==> src/rtl/rc5_encrypt_core.sv <==
// RC5-32/12/16 block encryption core: one 64-bit block per 28-cycle transaction,
// reading the expanded key table S through a synchronous-read RAM port.
module rc5_encrypt_core #(
  parameter int unsigned W     = 32,
  parameter int unsigned R     = 12,
  parameter int unsigned T     = 2 * (R + 1),
  parameter int unsigned T_LEN = $clog2(T)
) (
  input  logic               clk,
  input  logic               rst,
  input  logic               key_ready,
  input  logic               start,
  input  logic [2*W-1:0]     pt,
  output logic               ready,
  output logic [T_LEN-1:0]   s_addr,
  input  logic [W-1:0]       s_rdata,
  output logic [2*W-1:0]     ct,
  output logic               done
);

  localparam int unsigned SH = $clog2(W);
  localparam logic [T_LEN-1:0] J_LAST = T_LEN'(T - 1);

  typedef enum logic [1:0] {
    IDLE = 2'd0,
    RUN  = 2'd1,
    DONE = 2'd2
  } state_t;

  state_t             state_q, state_d;
  logic [W-1:0]       a_q, a_d;
  logic [W-1:0]       b_q, b_d;
  logic [T_LEN-1:0]   j_q, j_d;
  logic [2*W-1:0]     ct_q, ct_d;
  logic               done_q, done_d;
  logic               ready_q, ready_d;
  logic [T_LEN-1:0]   s_addr_q, s_addr_d;
  logic [W-1:0]       a_step, b_step;

  // Left rotate by the low SH bits; the doubled word makes a zero amount an identity.
  function automatic logic [W-1:0] rotl(input logic [W-1:0] x, input logic [SH-1:0] n);
    logic [2*W-1:0] d;
    d = {x, x} << n;
    return d[2*W-1:W];
  endfunction

  // Half-round results for the current step; s_rdata holds S[j] here.
  always_comb begin
    a_step = (j_q == '0) ? a_q + s_rdata
                         : rotl(a_q ^ b_q, b_q[SH-1:0]) + s_rdata;
    b_step = (j_q == T_LEN'(1)) ? b_q + s_rdata
                                : rotl(b_q ^ a_q, a_q[SH-1:0]) + s_rdata;
  end

  always_comb begin
    state_d  = state_q;
    a_d      = a_q;
    b_d      = b_q;
    j_d      = j_q;
    ct_d     = ct_q;
    done_d   = 1'b0;
    ready_d  = 1'b0;
    s_addr_d = '0;

    case (state_q)
      IDLE: begin
        if (start && key_ready) begin
          a_d     = pt[W-1:0];
          b_d     = pt[2*W-1:W];
          j_d     = '0;
          state_d = RUN;
        end
      end
      RUN: begin
        if (!key_ready) begin
          state_d = IDLE;
        end else begin
          if (j_q[0]) b_d = b_step;
          else        a_d = a_step;
          j_d = j_q + 1'b1;
          if (j_q == J_LAST) begin
            ct_d    = {b_step, a_q};
            done_d  = 1'b1;
            j_d     = '0;
            state_d = DONE;
          end
        end
      end
      DONE: state_d = IDLE;
      default: state_d = IDLE;
    endcase

    // Registered outputs are derived from the state being entered.
    ready_d = (state_d == IDLE);
    if (state_d == RUN && j_d != J_LAST) s_addr_d = j_d + 1'b1;
  end

  always_ff @(posedge clk) begin
    if (rst) begin
      state_q  <= IDLE;
      a_q      <= '0;
      b_q      <= '0;
      j_q      <= '0;
      ct_q     <= '0;
      done_q   <= 1'b0;
      ready_q  <= 1'b1;
      s_addr_q <= '0;
    end else begin
      state_q  <= state_d;
      a_q      <= a_d;
      b_q      <= b_d;
      j_q      <= j_d;
      ct_q     <= ct_d;
      done_q   <= done_d;
      ready_q  <= ready_d;
      s_addr_q <= s_addr_d;
    end
  end

  assign ready  = ready_q;
  assign s_addr = s_addr_q;
  assign ct     = ct_q;
  assign done   = done_q;

endmodule

==> config.mk <==
export PLATFORM = sky130hd
export DESIGN_NAME = rc5_encrypt_core
export DESIGN_NICKNAME = d
export VERILOG_FILES = /design/src/rtl/rc5_encrypt_core.sv
export SDC_FILE = /design/constraint.sdc
export NUM_CORES = 1
export LEC_CHECK = 0
export ABC_AREA = 1
export CAP_MARGIN = 15
export CORE_AREA = 2 2 221 223
export CTS_CLUSTER_DIAMETER = 50
export DETAILED_ROUTE_END_ITERATION = 16
export DIE_AREA = 0 0 223 225
export RECOVER_POWER = 100
export SLEW_MARGIN = 20
export SYNTH_ARGS = -nofsm -noshare
export SYNTH_HDL_FRONTEND = slang
export SYNTH_SLANG_ARGS = --single-unit
==> constraint.sdc <==
create_clock -name clk -period 3.1 [get_ports clk]
set_input_delay 0.775 -clock clk [delete_from_list [all_inputs] [get_ports clk]]
set_output_delay 0.775 -clock clk [all_outputs]
set_load 0.02 [all_outputs]
==> run_results.csv <==
group,metric,value,unit
status,status,"finished with violations",
status,violations,"setup timing",
critical_path,r2r_start,"b_q[18]",
placement,io_buffers,170,
cells_and_area,nets,3353,
die,dieWidth,223,um
drt,routed_wl,82300,um
sta,tns,-51.42,ns
synth,ys_ff_latch,142,
critical_path,slowest_stage,"o211ai_1",
clocking,cts_htree_levels,4,
drt,postRouteAntennaNets,0,
global_route,grt-ovfl-total,0,
clocking,cts-buffers-inserted,17,
critical_path,critPathArrivalTime,4.23,ns
clocking,holdBufCountCts,0,
synth,ys_types,52,
clocking,tritoncts,"yes",
global_route,grt_start_max_net_pins,108,
cells_and_area,multi_input_area,12900,um2
sta,skew,0.0154,ns
cells_and_area,nFillCells,4484,
global_route,grt_pass1_vias,19300,
drt,wl_per_cell,21.6,um
synth,ys_seq_area_share,20.0,%
die,die_h,225,um
synth,synth_edf_count,0,
sta,rsz0062_at_grt,"yes",
power_and_ir_drop,power-per-cell-area,476,nW/um2
drt,vias_per_cell,5.34,
synth,ys.flop_type,"dfxtp_1",
cells_and_area,area_delta_synth_final,80.4,%
cells_and_area,drive_above_1_share,45.1,%
clocking,clk_pin_slew,0.08,ns
critical_path,startpoint_type,"flip-flop",
drt,drt-pass1-iter-count,6,
cells_and_area,seqCellArea,2990,um2
critical_path,rr_worst_depth,29,
sta,finalCritPeriodShare,125,%
sta,slew_violations,0,
synth,postSynthCellCount,2457,
die,die-area,50200,um2
critical_path,crit_path_start,"b_q[18]",
die,initial_core_util,29.8,%
critical_path,critPathKind,"flip-flop to flip-flop",
sta,period_minus_slack,3.89,ns
critical_path,r2r_slack,-0.79,ns
sta,fin_ws,-0.786,ns
sta,fmax,257,MHz
clocking,clk_latency,0.50,ns
clocking,cts_max_path_buffers,2,
sta,hold_viol,0,
drt,drc,0,
clocking,cts_root_buf,"clkbuf_16",
placement,gp_congestion,0.994,
power_and_ir_drop,p_total,12.2,mW
cells_and_area,final_cell_area,25600,um2
global_route,grt_pass1_wl,117000,um
power_and_ir_drop,max-vdd-ir-drop,510,uV
die,ioPinCount,171,
critical_path,worstPathRequired,3.44,ns
synth,synth_nets,2631,
synth,ys_async_sr_fraction,0,%
critical_path,slowest_delay,0.45,ns
synth,yosysWarnings,0,
synth,syn_area,14200,um2
job,max-cap-violations,0,
die,core,47500,um2
placement,place_area,20400,um2
placement,place_inst,3662,
cells_and_area,stdcell_count,3808,
cells_and_area,fin_util,53.8,%
die,rows,80,
global_route,track_usage,31.4,%
synth,synth_area_per_cell,5.78,um2
sta,max_slew_margin,21.0,%
min_path,hp-class,"flip-flop to flip-flop",
placement,hpwlAfterDp,62100,um
sta,setup_viol,92,
critical_path,endpoint,"b_q[29]",
critical_path,regToRegEndpoint,"b_q[29]",
sta,worst_pin_slew,1.19,ns
critical_path,end_kind,"flip-flop",
global_route,antenna_found_initial,0,
drt,drt_iter0_drc,2082,
power_and_ir_drop,p_leak,11.6,nW
critical_path,crit_fanout,4,
clocking,cts_sinks,142,
drt,vias,20300,
critical_path,crit_top_cell,"inv_1",
## how the worst min path moves through the flow
stage	from	to	slack, ns	cells after the start
final	ct[32]	ct[32]	0.48	2
after CTS	ct[32]	ct[32]	0.48	2
after global routing	ct[33]	ct[33]	0.50	2
after floorplan	a_q[18]	ct[18]	0.45	2
after detailed placement	ct[32]	ct[32]	0.47	2
after global placement	ct[32]	ct[32]	0.47	2
## cells by family after synthesis
group / after synthesis / share of synthesized area [%]
AOI/OAI and AO/OA: 647 / 25.7
DFF: 142 / 20.0
and+or+nand+nor: 1123 / 32.5
xor gates and xnor gates: 39 / 2.41
adders and majority gates: 74 / 6.63
muxes: 9 / 0.635
buffers and inverters: 423 / 12.1
## cell usage in the layout (no fill, tap or decap), types with 67 or more instances in the layout
cell | netlist | layout
a21oi_1 | 179 | 124
buf_4 | 8 | 578
buf_6 | 6 | 67
clkdlybuf4s50_1 | 0 | 168
dfxtp_1 | 142 | 86
inv_1 | 270 | 196
inv_2 | 18 | 78
nand2_1 | 683 | 535
nand2_2 | 6 | 118
nand3_1 | 202 | 151
nor2_1 | 186 | 144
o21ai_0 | 197 | 80
o21ai_1 | 120 | 88
o21ai_2 | 8 | 126
## power by group
group | total (mW) | internal, mW | switching [mW]
Combinational | 8.03 | 3.66 | 4.37
Clock | 2.16 | 1.07 | 1.09
Sequential | 1.99 | 1.89 | 0.102
## layout make-up
| cell class | count | share of cell area [%] |
|---|---|---|
| inverter | 292 | 4.50 |
| clock buffer | 17 | 1.66 |
| timing repair buffer | 834 | 28.1 |
| sequential | 142 | 11.7 |
| clock inverter | 15 | 0.552 |
| multi-input combinational | 1892 | 50.5 |
| antenna | 1 | 0.00978 |
| tap | 615 | 3.01 |
## per-stage QoR
stage / hold slack (ns) / worst slack, ns
2_1_floorplan: 0.453 / -0.0742
3_3_place_gp: 0.465 / -1.37
3_5_place_dp: 0.473 / -1.30
4_1_cts: 0.484 / -0.711
5_1_grt: 0.505 / -1.02
6_report: 0.483 / -0.786
## state kept, by name, indices dropped and copies added (netlist names)
signal   flops
ready        1
ct          64
a_q         32
b_q         32
state_q      2
s_addr       5
done         1
j_q          5
## synthesized netlist by cell type (8+ instances only)
library cell,count,area [um2]
buf_4,8,60.1
nand4_1,11,68.8
o21ai_0,197,986
o21ai_2,8,70.1
a21o_1,12,90.1
o211ai_1,48,360
clkbuf_1,71,267
a221oi_1,21,184
xor2_1,30,263
a31oi_1,25,156
ha_1,72,901
nand3_1,202,1010
a21oi_1,179,896
o21ai_1,120,601
dfxtp_1,142,2840
inv_2,18,67.6
mux2i_1,9,90.1
xnor2_1,9,78.8
buf_2,38,190
buf_1,8,30.0
inv_1,270,1010
nand2_1,683,2560
nor3_1,14,70.1
nor2_1,186,698
## layer usage
metal	track usage, %	wire [um]
met1	40.8	34300
met2	52.1	38200
met3	3.65	5590
met4	14.9	4220
met5	0	0
## timing repair
item | 4_1_cts | 5_1_grt
cloned | 1 | 2
pin swaps | 147 | 152
buffers inserted | 73 | 48
gates resized for setup | 648 | 381
setup endpoints to repair | 93 | 94
## critical path: cells and delay by family (launching register included)
| kind | cells | cell delay, ns |
|---|---|---|
| buf+inv | 10 | 0.78 |
| fa+ha+maj | 1 | 0.23 |
| flops | 1 | 0.38 |
| compound gates | 11 | 1.82 |
| simple gates | 7 | 0.53 |
Note: power is estimated with default switching activity, not from simulation.
